[src/rtl/somador_serial.sv]
// somador_serial: bit-serial WIDTH-bit adder driving one full-adder cell per clock, LSB first.
// Define SOMADOR_SERIAL_OVF_EN to add the registered signed-overflow output ovf.
module somador_serial #(
  parameter int WIDTH = 8
) (
  input  logic             clk,
  input  logic             rst,
  input  logic             start,
  input  logic [WIDTH-1:0] a,
  input  logic [WIDTH-1:0] b,
  input  logic             cin,
  output logic             busy,
  output logic             done,
  output logic [WIDTH-1:0] s,
  output logic             cout
`ifdef SOMADOR_SERIAL_OVF_EN
  ,
  output logic             ovf
`endif
);
  localparam int CW = $clog2(WIDTH);
  typedef enum logic [1:0] {IDLE, RUN, DONE} state_t;
  state_t state_q, state_d;
  logic [WIDTH-1:0] sa_q, sa_d, sb_q, sb_d, s_q, s_d;
  logic [CW-1:0] cnt_q, cnt_d;
  logic c_q, c_d, cout_q, cout_d, sum, carry, last;
`ifdef SOMADOR_SERIAL_OVF_EN
  logic ovf_q, ovf_d;
`endif
  assign sum   = sa_q[0] ^ sb_q[0] ^ c_q;
  assign carry = (sa_q[0] & sb_q[0]) | (sa_q[0] & c_q) | (sb_q[0] & c_q);
  assign last  = cnt_q == CW'(WIDTH - 1);
  always_comb begin
    state_d = state_q;
    sa_d    = sa_q;
    sb_d    = sb_q;
    s_d     = s_q;
    cnt_d   = cnt_q;
    c_d     = c_q;
    cout_d  = cout_q;
`ifdef SOMADOR_SERIAL_OVF_EN
    ovf_d   = ovf_q;
`endif
    if (state_q == IDLE && start) begin
      state_d = RUN;
      sa_d    = a;
      sb_d    = b;
      c_d     = cin;
      cnt_d   = '0;
      s_d     = '0;
      cout_d  = 1'b0;
`ifdef SOMADOR_SERIAL_OVF_EN
      ovf_d   = 1'b0;
`endif
    end else if (state_q == RUN) begin
      s_d     = {sum, s_q[WIDTH-1:1]};
      sa_d    = sa_q >> 1;
      sb_d    = sb_q >> 1;
      c_d     = carry;
      cnt_d   = cnt_q + 1'b1;
      state_d = last ? DONE : RUN;
      cout_d  = last ? carry : cout_q;
`ifdef SOMADOR_SERIAL_OVF_EN
      // carry into the MSB differs from carry out of it
      ovf_d   = last ? (c_q ^ carry) : ovf_q;
`endif
    end else if (state_q == DONE) begin
      state_d = IDLE;
    end
  end
  always_ff @(posedge clk) begin
    if (rst) begin
      state_q <= IDLE;
      sa_q    <= '0;
      sb_q    <= '0;
      s_q     <= '0;
      cnt_q   <= '0;
      c_q     <= 1'b0;
      cout_q  <= 1'b0;
`ifdef SOMADOR_SERIAL_OVF_EN
      ovf_q   <= 1'b0;
`endif
    end else begin
      state_q <= state_d;
      sa_q    <= sa_d;
      sb_q    <= sb_d;
      s_q     <= s_d;
      cnt_q   <= cnt_d;
      c_q     <= c_d;
      cout_q  <= cout_d;
`ifdef SOMADOR_SERIAL_OVF_EN
      ovf_q   <= ovf_d;
`endif
    end
  end
  assign busy = state_q != IDLE;
  assign done = state_q == DONE;
  assign s    = s_q;
  assign cout = cout_q;
`ifdef SOMADOR_SERIAL_OVF_EN
  assign ovf  = ovf_q;
`endif
endmodule

[config.mk]
export PLATFORM = sky130hd
export DESIGN_NAME = somador_serial
export DESIGN_NICKNAME = d
export VERILOG_FILES = /design/src/rtl/somador_serial.sv
export SDC_FILE = /design/constraint.sdc
export NUM_CORES = 1
export LEC_CHECK = 0
export ABC_CLOCK_PERIOD_IN_PS = 1450
export CORE_MARGIN = 3
export CORE_UTILIZATION = 45
export DETAILED_ROUTE_END_ITERATION = 8
export DONT_BUFFER_PORTS = 1
export GPL_ROUTABILITY_DRIVEN = 0
export HOLD_SLACK_MARGIN = 0.03
export SLEW_MARGIN = 15
export SYNTH_ARGS = -nofsm -noshare
export SYNTH_HDL_FRONTEND = slang
export SYNTH_SLANG_ARGS = --single-unit
[constraint.sdc]
create_clock -name clk -period 1.45 [get_ports clk]
set_clock_uncertainty 0.15 [all_clocks]
set_input_delay 0.145 -clock clk [delete_from_list [all_inputs] [get_ports clk]]
set_output_delay 0.145 -clock clk [all_outputs]
set_load 0.01 [all_outputs]
**Word-level counts from Yosys, hierarchy flattened**

Index checks and enable logic that the tools add are counted.

- Input port bits: 20
- Register bits: 31
- Logic and storage cells: 37

- Add/sub/neg operators: 1
- Multiplexer cells: 10
- Equal/unequal tests: 3
- Reductions and logical operators: 8
- Bitwise logic cells: 7

Operator list:

| cell | number |
|---|---|
| two-way mux 8 bit | 4 |
| two-way mux 2 bit | 3 |
| nonzero test 2 bit | 3 |
| adder 3 x 1 -> 3 bit (second input constant) | 1 |
| bitwise AND 1 bit | 3 |
| == test 3 bit (second input constant) | 1 |
| two-way mux 1 bit | 3 |
| nonzero test 3 bit | 1 |
| == test 2 x 1 -> 1 bit (second input constant) | 1 |
| == test 2 bit (second input constant) | 1 |
| logical NOT 2 bit | 1 |
| bitwise OR 1 bit | 2 |
| AND reduction 2 bit | 1 |
| OR reduction 2 bit | 1 |
| bitwise XOR 1 bit | 2 |
| logical AND 1 bit | 1 |

**Depth between registers and ports, before layout**

Gate-level depths: netlist (run 1).

- Depth in word-level cells: 5
- Depth in mapped cells: 7
- Mapped depth without buffers: 5

**Worst setup path after synthesis (run 1)**

Ideal clock, no wire load.

- Kind: reg2reg
- From: reg state_q[0]
- To: reg c_q
- Stages on the path, launching flop included: 6
- Buffers on the path: 1
- Library setup time: 0.137 ns
- Path slack: 0.060 ns
- Data arrival time: 1.103 ns
- Cell sequence: dfxtp_1 inv_1 ha_1 nand2_1 clkbuf_1 a211oi_1

- Longest elaborated chain between the ends: 3
- Elaborated cells between the ends (all ways): 5
- Classes of those cells: 1 x eq/ne; 1 x mux; 3 x reduce/logical

Ends and longest elaborated chain:

| element | RTL line | text |
|---|---|---|
| from (decl) | 23 | `state_t state_q, state_d;` |
| from (signal assigned) | 84 | `state_q <= state_d;` |
| logical NOT 2 bit | 44 | `if (state_q == IDLE && start) begin` |
| logical AND 1 bit | 44 |  |
| two-way mux 1 bit or nonzero test 2 bit (tied branches) | - |  |
| to (signal assigned) | 78 | `c_q <= 1'b0;` |
| to (signal assigned) | 89 | `c_q <= c_d;` |
| to (decl) | 26 | `logic c_q, c_d, cout_q, cout_d, sum, carry, last;` |

Several ways; a longest one is shown, not always the timed one.
A chain may end at the register's enable or synchronous reset.

**Worst setup path after layout (run 1)**

- From: reg state_q[1]
- To: reg sb_q[4]

- Longest elaborated chain between the ends: 3
- Elaborated cells between the ends (all ways): 5
- Classes of those cells: 1 x eq/ne; 1 x mux; 3 x reduce/logical

Ends and longest elaborated chain:

| element | RTL line | text |
|---|---|---|
| logical NOT 2 bit | 44 |  |
| logical AND 1 bit | 44 |  |
| two-way mux 8 bit or nonzero test 2 bit (tied branches) | - |  |
| to (signal assigned) | 75 | `sb_q <= '0;` |
| to (signal assigned) | 86 | `sb_q <= sb_d;` |
| to (decl) | 24 | `logic [WIDTH-1:0] sa_q, sa_d, sb_q, sb_d, s_q, s_d;` |

Several ways; a longest one is shown, not always the timed one.

==> impl_metrics.py, run 1 <==
metrics = {
    "run_status": {
        "run_status": "complete, but fails checks",
        "violations": "hold timing",
    },
    "floorplan": {
        "core.rowCount": 19,
        "initial_core_util_pct": 48.2,
        "ioPinCount": 31,
        "core_mm2": 0.00283,
        "die_height_um": 61.0,
        "die_area_mm2": 0.00372,
        "die_w_um": 61.0,
    },
    "drt": {
        "num_vias": 942,
        "first_pass_iters": 4,
        "drc": 0,
        "wl_mm": 2.50,
        "drtIter0Drc": 30,
        "vias_per_cell": 5.41,
        "wl_per_cell_um": 14.4,
        "ant_nets": 0,
    },
    "global_route": {
        "grt_pass1_wl_mm": 4.06,
        "grt_overflow_total": 0,
        "antenna_found_initial": 0,
        "grt_pass1_vias": 907,
        "track_usage_pct": 15.5,
        "grt_max_degree": 22,
    },
    "layout": {
        "n_antenna_cell": 0,
        "fin_nets": 169,
        "n_fill_cell": 257,
        "layout_commonest_cell": "dfxtp_1",
        "area_growth_pct": 16.3,
        "layout-drive-gt1-share_pct": 23.8,
        "final_cell_mix": "29 x dfxtp_1, 26 x nor2_1, 25 x mux2i_1",
    },
    "placement": {
        "dp_worst_setup_slack_ps": -61.8,
        "hpwl_mm": 1.80,
        "numPortBuffers": 0,
    },
    "clocking": {
        "cts_buffer_depth": 2,
        "clock-sinks": 31,
        "cts_tree": "yes",
        "cts-root-buf": "clkbuf_4",
        "clkTransAtPathRegs_ps": 100,
        "htree_levels": 2,
        "cts_made_buffers": 5,
        "clk-insertion-delay-late_ps": 320,
    },
    "synthesis": {
        "syn_area_mm2": 0.00136,
        "ys_seq_area_share_pct": 45.5,
        "syn_inst": 136,
        "ys_seq_elements": 31,
        "avgSynthCellArea_um2": 10.0,
        "yosysUniqueCellTypes": 23,
        "synth_nets": 162,
        "ys.warnings.count": 0,
    },
    "critical_path": {
        "worstReg2RegEnd": "sb_q[4]$_SDFFE_PP0P_",
        "crit_required_ps": 1540,
        "ff2ff_setup_slack_ps": 40,
        "critPathKind": "register to register",
        "worst_setup_path_start_kind": "register",
        "end_kind": "register",
        "worstPathArrival_ps": 1500,
        "reg2reg_from": "state_q[1]$_SDFFE_PP0P_",
        "rr_worst_depth": 6,
        "path_max_fanout": 8,
    },
    "pwr": {
        "p_leak_nw": 0.618,
        "peakVddDrop_mv": 0.693,
        "finalPower_w": 0.00177,
        "power_density_mw_per_mm2": 1120,
    },
    "timing": {
        "drv_slew": 0,
        "timing.fmax_mhz": 711,
        "finalHoldViolCount": 18,
        "fin_hold_ws_ps": -278,
        "rsz0062_at_grt": "yes",
        "period_needed_ps": 1410,
        "setup_violations": 0,
        "relSlewSlack_pct": 84.1,
        "setup_slack_ps": 44.3,
        "setup-tns-final_ps": 0,
        "tightest_slew_ps": 239,
        "finalCritPeriodShare_pct": 96.9,
    },
    "worst_hold_path": {
        "min_to": "sa_q[1]$_SDFFE_PP0P_",
        "hp-class": "input port to register",
        "holdCritStartpoint": "rst",
        "whs_path_depth": 1,
    },
    "job": {
        "cap_violations": 0,
    },
}
-- flip-flops by register name (all words and copies together) (netlist names) --
signal,cells
sb_q,8
cnt_q,3
s,8
state_q,2
c_q,1
sa_q,8
cout,1
-- cell type report --
class / count / area (µm²) / area share [%]
well taps: 31 / 38.8 / 2.45
flip-flops and latches: 31 / 623 / 39.3
clock buffers: 6 / 51.3 / 3.24
repair buffers: 10 / 133 / 8.37
multi-input cells: 92 / 721 / 45.5
clock inverters: 1 / 5.00 / 0.316
inverters: 3 / 13.8 / 0.868
-- synth_stat cells --
library cell / instances / share of area, %
xnor2_1: 1 / 0.64
clkbuf_1: 2 / 0.55
inv_1: 3 / 0.83
dfxtp_1: 31 / 46
buf_12: 1 / 1.5
nor2b_1: 1 / 0.46
a31oi_1: 1 / 0.46
buf_2: 4 / 1.5
fa_1: 1 / 1.5
o21ai_0: 1 / 0.37
and2_1: 1 / 0.46
nand2b_1: 2 / 0.92
nor2_1: 26 / 7.2
buf_6: 2 / 1.7
ha_1: 5 / 4.6
mux2i_1: 25 / 18
buf_4: 1 / 0.55
nand3_1: 2 / 0.73
a211oi_1: 15 / 8.3
a21oi_1: 3 / 1.1
nand3b_1: 2 / 1.1
nand2_1: 5 / 1.4
or3_1: 1 / 0.46
-- worst max-delay path by stage --
| stage | end | start | cells past startpoint |
|---|---|---|---|
| 6_report | sb_q[4]$_SDFFE_PP0P_ | state_q[1]$_SDFFE_PP0P_ | 6 |
| 4_1_cts | done | state_q[0]$_SDFFE_PP0P_ | 4 |
| 5_1_grt | state_q[0]$_SDFFE_PP0P_ | state_q[0]$_SDFFE_PP0P_ | 5 |
| 3_5_place_dp | cout$_SDFFE_PP0P_ | state_q[1]$_SDFFE_PP0P_ | 5 |
| 3_3_place_gp | cout$_SDFFE_PP0P_ | state_q[0]$_SDFFE_PP0P_ | 5 |
| 2_1_floorplan | c_q$_SDFFE_PP0P_ | state_q[0]$_SDFFE_PP0P_ | 5 |
-- through the flow --
step / instance area, µm² / utilization [%] / std cells
3_3_place_gp: 1440 / 50.8 / 165
3_5_place_dp: 1440 / 50.8 / 165
6_report: 1590 / 56.0 / 174
5_1_grt: 1590 / 56.0 / 174
2_1_floorplan: 1360 / - / 136
4_1_cts: 1510 / 53.3 / 172
-- power breakdown --
part,switching [W],total [W],internal [W]
Clock,0.000283,0.000508,0.000224
Combinational,0.000151,0.000323,0.000171
Sequential,0.0000346,0.000942,0.000908
Total,0.000469,0.00177,0.00130
-- repair_timing --
action | 4_1_cts | 5_1_grt
pin swaps | 0 | 5
endpoints found under the setup margin | 25 | 24
setup buffers | 0 | 2
resized for setup | 7 | 14
endpoints found under the hold margin | 30 | 26
-- worst max-delay path, cell delays in order, from the launching register on --
cell,delay (ps)
dfxtp_2,330
inv_2,80
ha_2,190
nand2_2,100
buf_6,160
buf_12,130
a211oi_1,180
-- cells by family after synthesis --
group                    Yosys count  synth area share (%)
AO/OA/AOI/OAI                     20                  10.2
XOR/XNOR                           1                 0.643
adder cells (fa/ha/maj)            6                  6.06
buffers and inverters             13                  6.52
flip-flops                        31                  45.5
multiplexers                      25                  18.4
AND/OR/NAND/NOR                   40                  12.7
-- per-layer routing --
layer | vias up | share of wire [%] | global-route usage, %
li1 | 484 | - | -
met1 | 428 | 49 | 18.2
met2 | 26 | 43 | 23.0
met3 | 4 | 6.4 | 7.76
met4 | 0 | 1.6 | 8.36
met5 | - | 0 | 0
No activity file was read; power rests on OpenSTA's default activity.
==> run 2: changes to the inputs <==
--- a/config.mk
+++ b/config.mk
@@ -7,11 +7,12 @@
 export LEC_CHECK = 0
 export ABC_CLOCK_PERIOD_IN_PS = 1450
 export CORE_MARGIN = 3
-export CORE_UTILIZATION = 45
+export CORE_UTILIZATION = 55
 export DETAILED_ROUTE_END_ITERATION = 8
 export DONT_BUFFER_PORTS = 1
 export GPL_ROUTABILITY_DRIVEN = 0
 export HOLD_SLACK_MARGIN = 0.03
+export PLACE_DENSITY = 0.73
 export SLEW_MARGIN = 15
 export SYNTH_ARGS = -nofsm -noshare
 export SYNTH_HDL_FRONTEND = slang
==> constraint.sdc (replaced) <==
create_clock -name clk -period 1.45 [get_ports clk]
set_clock_uncertainty 0.15 [all_clocks]
set_input_delay 0.145 -clock clk [delete_from_list [all_inputs] [get_ports clk]]
set_output_delay 0.145 -clock clk [all_outputs]
set_load 0.1 [all_outputs]
==> run 2 against run 1 <==
Net effect: the flow finishes with violations (hold timing, setup timing); non-clock buffer count is 13 higher; flip-flop and latch count stayed put; die area is 16% lower; critical path depth is 2 lower; setup slack worse by 76 ps; critical path type is now register to output port; critical endpoint is now busy; largest power group unchanged.
==> impl_metrics.py, run 2 (synthesis results as in run 1) <==
metrics = {
    "pwr": {
        "clock_power_share_pct": 26.9,
        "power.internal_w": 0.00129,
        "power_switching_w": 0.000548,
        "finalPower_w": 0.00184,
        "power_density_mw_per_mm2": 1070,
        "p_comb_share_pct": 21.9,
        "p_leak_nw": 0.689,
        "swShare_pct": 29.8,
        "peakVddDrop_mv": 0.876,
        "seq_power_share_pct": 51.2,
    },
    "global_route": {
        "track_usage_pct": 17.8,
        "grt_pass1_wl_mm": 4.33,
        "grt_overflow_total": 0,
        "use_met1_pct": 19.9,
        "grtUsageMet3_pct": 6.03,
        "antenna_found_initial": 0,
        "grt_max_degree": 32,
        "global_route.peak_usage_layer": "met2",
        "grt_pass1_vias": 1038,
        "grt_use_met2_pct": 27.9,
    },
    "timing": {
        "drv_slew": 0,
        "finalHoldViolCount": 18,
        "tightest_slew_ps": 279,
        "timing.fmax_mhz": 675,
        "setup_slack_ps": -32.1,
        "setup_violations": 2,
        "rsz0062_at_grt": "yes",
        "period_needed_ps": 1480,
        "relSlewSlack_pct": 81.5,
        "finalCritPeriodShare_pct": 102,
        "fin_hold_ws_ps": -291,
    },
    "critical_path": {
        "ff2ff_setup_slack_ps": 10,
        "crit_required_ps": 1150,
        "worstPathCellList": "inv_4, ha_4, clkinvlp_4, buf_12",
        "critPathKind": "register to output port",
        "path_max_fanout": 3,
        "end_kind": "output port",
        "worst_setup_path_start_kind": "register",
        "crit_slowest_cell": "dfxtp_4",
        "worstPathArrival_ps": 1190,
        "crit_path_start": "state_q[0]$_SDFFE_PP0P_",
        "reg2reg_from": "state_q[1]$_SDFFE_PP0P_",
        "slowest_delay_ps": 370,
    },
    "placement": {
        "postPlaceCellArea_mm2": 0.00150,
        "numPortBuffers": 0,
        "hpwl_mm": 1.77,
    },
    "drt": {
        "drc": 0,
        "ant_nets": 0,
        "drtIter0Drc": 41,
        "vias_per_cell": 5.57,
        "num_vias": 1031,
        "wl_mm": 2.76,
        "wl_per_cell_um": 14.9,
        "first_pass_iters": 4,
    },
    "clocking": {
        "cts-root-buf": "clkbuf_4",
        "htree_levels": 2,
        "clock-sinks": 31,
        "clkTransAtPathRegs_ps": 110,
        "cts_tree": "yes",
        "cts_made_buffers": 5,
        "clk-insertion-delay-late_ps": 340,
        "cts_buffer_depth": 2,
    },
    "floorplan": {
        "core_mm2": 0.00228,
        "ioPinCount": 31,
        "die_area_mm2": 0.00311,
        "die_w_um": 55.8,
        "die_height_um": 55.8,
        "initial_core_util_pct": 59.9,
        "core.rowCount": 17,
    },
    "layout": {
        "area_growth_pct": 26.4,
        "layout-drive-gt1-share_pct": 27.4,
        "n_antenna_cell": 0,
        "n_fill_cell": 177,
        "fin_nets": 182,
        "final_cell_mix": "29 x dfxtp_1, 26 x nor2_1, 24 x mux2i_1",
        "design_area_mm2": 0.00172,
        "layout_commonest_cell": "dfxtp_1",
    },
    "worst_hold_path": {
        "holdCritStartpoint": "rst",
        "hp-class": "input port to register",
    },
    "job": {
        "cap_violations": 0,
    },
    "run_status": {
        "run_status": "complete, but fails checks",
        "violations": "hold timing, setup timing",
    },
}
==> run 2: timing repair <==
item | in CTS | in global routing
hold endpoints to repair | 18 | 25
pin swaps | 11 | 10
gates resized for setup | 11 | 12
buffers inserted | 2 | 2
setup endpoints to repair | 31 | 33
cloned | 0 | 2
==> run 2: per-stage QoR <==
step                setup WS, ps  utilization, %  setup TNS (ps)  hold slack (ps)  std cells
floorplan                  -11.1               -           -11.1              131        136
global placement            51.5            66.0               0             66.3        172
detailed placement         -25.8            66.0           -74.0             68.5        172
CTS                        -34.2            70.6            -439             -304        181
global route               -86.3            75.6            -672             -317        185
finish                     -32.1            75.6           -49.8             -291        185
==> run 2: worst max-delay path: cells and delay by family (launching register included) <==
kind | cells | cell delay [ps]
DFF | 1 | 370
buffers and inverters | 3 | 330
adders and majority gates | 1 | 160
==> run 2: path summary, 6_finish.rpt <==
check,depth (start not counted),end
max,4,busy
min,1,sb_q[5]$_SDFFE_PP0P_
max reg2reg,6,sa_q[2]$_SDFFE_PP0P_
min reg2reg,2,cout$_SDFFE_PP0P_
==> run 2: layer usage <==
layer  part of all wire [%]  vias to the layer above  wire length [µm]
met3                    5.0                        9               139
met4                    3.3                        0                90
met2                     48                       28              1330
li1                       -                      511                 -
met1                     44                      483              1200
met5                      0                        -                 0
==> run 2: power by group through the flow <==
stage               Clock [W]  Sequential [W]  Combinational, W
floorplan                   0        0.000970          0.000257
global placement            0        0.000956          0.000325
detailed placement          0        0.000959          0.000334
CTS                  0.000510        0.000941          0.000342
global route         0.000551        0.000949          0.000434
finish               0.000496        0.000943          0.000402
==> run 2: area by class of cell <==
cell class | count | area [µm²] | area share (%)
well taps | 28 | 35.0 | 2.03
repair buffers | 23 | 277 | 16.1
multi-input cells | 92 | 709 | 41.2
clock inverters | 3 | 20.0 | 1.16
clock buffers | 5 | 37.5 | 2.18
flip-flops and latches | 31 | 626 | 36.3
inverters | 3 | 17.5 | 1.02
==> run 3: changes to the inputs <==
--- a/config.mk
+++ b/config.mk
@@ -6,7 +6,6 @@
 export NUM_CORES = 1
 export LEC_CHECK = 0
 export ABC_CLOCK_PERIOD_IN_PS = 1450
-export CORE_MARGIN = 3
 export CORE_UTILIZATION = 55
 export DETAILED_ROUTE_END_ITERATION = 8
 export DONT_BUFFER_PORTS = 1
==> run 3 against run 2 <==
Net effect: the run still ends with hold timing, setup timing left; sequential power barely moved; critical path type unchanged; global-route usage rose by 4.2 points; critical endpoint unchanged; cell area fell by 5.1%; combinational power fell by 11%; register-to-register slack got worse by 20 ps; fmax fell by 3.5%.
==> impl_metrics.py, run 3 (synthesis results as in run 1) <==
metrics = {
    "run_status": {
        "run_status": "complete, but fails checks",
        "violations": "hold timing, setup timing",
    },
    "floorplan": {
        "ioPinCount": 31,
        "initial_core_util_pct": 59.9,
        "core_mm2": 0.00228,
        "die_area_mm2": 0.00268,
        "die_height_um": 51.8,
        "core.rowCount": 17,
        "die_w_um": 51.8,
    },
    "worst_hold_path": {
        "min_to": "state_q[0]$_SDFFE_PP0P_",
        "hp-class": "input port to register",
        "whs_path_depth": 1,
        "holdCritStartpoint": "rst",
    },
    "global_route": {
        "grt_overflow_total": 0,
        "track_usage_pct": 22.0,
        "grt_pass1_wl_mm": 4.15,
        "antenna_found_initial": 0,
        "grt_pass1_vias": 928,
        "grt_max_degree": 22,
    },
    "drt": {
        "met3_length_um": 141,
        "wl_mm": 2.55,
        "vias_per_cell": 5.50,
        "ant_nets": 0,
        "drtIter0Drc": 17,
        "wl_per_cell_um": 14.1,
        "drc": 0,
        "highest-signal-layer": "met4",
        "wl_met2_mm": 1.25,
        "num_vias": 995,
        "route.layer.met1.wl_mm": 1.14,
        "first_pass_iters": 4,
    },
    "critical_path": {
        "critPathKind": "register to output port",
        "crit_required_ps": 1150,
        "crit_path_start": "state_q[1]$_SDFFE_PP0P_",
        "path_max_fanout": 3,
        "rr_worst_depth": 6,
        "slowest_delay_ps": 360,
        "worstReg2RegEnd": "sa_q[0]$_SDFFE_PP0P_",
        "reg2reg_from": "state_q[1]$_SDFFE_PP0P_",
        "worstPathCellList": "inv_4, ha_4, buf_6, clkinvlp_4, buf_12",
        "ff2ff_setup_slack_ps": -10,
        "path_buf_inv": 4,
        "worst_setup_path_start_kind": "register",
        "end_kind": "output port",
        "worstPathArrival_ps": 1240,
        "critPathTopFamily": "buffers and inverters",
        "crit_slowest_cell": "dfxtp_2",
    },
    "timing": {
        "finalCritPeriodShare_pct": 106,
        "relSlewSlack_pct": 81.6,
        "rsz0062_at_grt": "yes",
        "fin_hold_ws_ps": -294,
        "setup_violations": 3,
        "tightest_slew_ps": 278,
        "setup_slack_ps": -86.2,
        "drv_slew": 0,
        "timing.fmax_mhz": 651,
        "finalHoldViolCount": 19,
        "period_needed_ps": 1540,
    },
    "layout": {
        "fin_nets": 178,
        "n_antenna_cell": 0,
        "area_growth_pct": 19.9,
        "layout-drive-gt1-share_pct": 24.2,
        "final_cell_mix": "29 x dfxtp_1, 26 x nor2_1, 25 x mux2i_1",
        "layout_commonest_cell": "dfxtp_1",
    },
    "placement": {
        "numPortBuffers": 0,
        "dp_worst_setup_slack_ps": -52.7,
        "hpwl_mm": 1.74,
    },
    "pwr": {
        "power_density_mw_per_mm2": 1090,
        "peakVddDrop_mv": 0.784,
        "finalPower_w": 0.00179,
        "p_leak_nw": 0.650,
    },
    "clocking": {
        "cts_made_buffers": 5,
        "cts_tree": "yes",
        "clk-insertion-delay-late_ps": 330,
        "clock-sinks": 31,
        "clkTransAtPathRegs_ps": 90,
        "htree_levels": 2,
        "cts_buffer_depth": 2,
        "cts-root-buf": "clkbuf_4",
    },
    "job": {
        "cap_violations": 0,
    },
}
-- run 3: through the flow --
stage | setup TNS, ps | std cells | utilization, % | hold WS (ps) | area (µm²)
after floorplan | -11.1 | 136 | - | 131 | 1370
after global placement | 0 | 171 | 65.0 | 65.8 | 1480
after detailed placement | -376 | 171 | 65.0 | 71.4 | 1480
after global routing | -843 | 181 | 71.8 | -315 | 1630
after CTS | -454 | 179 | 69.2 | -299 | 1570
final | -128 | 181 | 71.8 | -294 | 1630
-- run 3: final cells by class --
type | instances | area, µm²
fillers | 165 | 642
clock buffers | 6 | 41.3
well taps | 28 | 35.0
repair buffers | 19 | 199
inverters | 3 | 20.0
flip-flops and latches | 31 | 623
multi-input cells | 92 | 703
clock inverters | 2 | 12.5
-- run 3: power breakdown --
part           switching [W]  internal, W  total (W)
combinational       0.000191     0.000168   0.000359
clock               0.000297     0.000187   0.000483
sequential         0.0000362     0.000908   0.000944
-- run 3: timing repair --
| item | in CTS | in global routing |
|---|---|---|
| resized for setup | 13 | 8 |
| cloned | 0 | 0 |
| endpoints found under the hold margin | 31 | 25 |
| setup buffers | 0 | 2 |
| pin swaps | 0 | 4 |
| endpoints found under the setup margin | 31 | 32 |
-- run 3: worst max path at each step --
| stage | depth (start not counted) | to |
|---|---|---|
| 6_report | 5 | busy |
| 5_1_grt | 5 | busy |
| 3_5_place_dp | 5 | cnt_q[0]$_SDFFE_PP0P_ |
| 4_1_cts | 5 | busy |
| 2_1_floorplan | 4 | state_q[0]$_SDFFE_PP0P_ |
| 3_3_place_gp | 5 | cout$_SDFFE_PP0P_ |
-- run 3: per-layer routing --
layer | vias to the layer above | GRT usage (%)
met3 | 4 | 9.36
li1 | 505 | -
met1 | 460 | 27.0
met2 | 26 | 32.7
met4 | 0 | 11.3
met5 | - | 0
-- run 3: worst register-to-register path: stages (launching register included) --
cell	delay [ps]
dfxtp_2	360
inv_4	50
ha_4	150
nand2_1	190
buf_12	190
nor2_1	50
a211oi_1	220
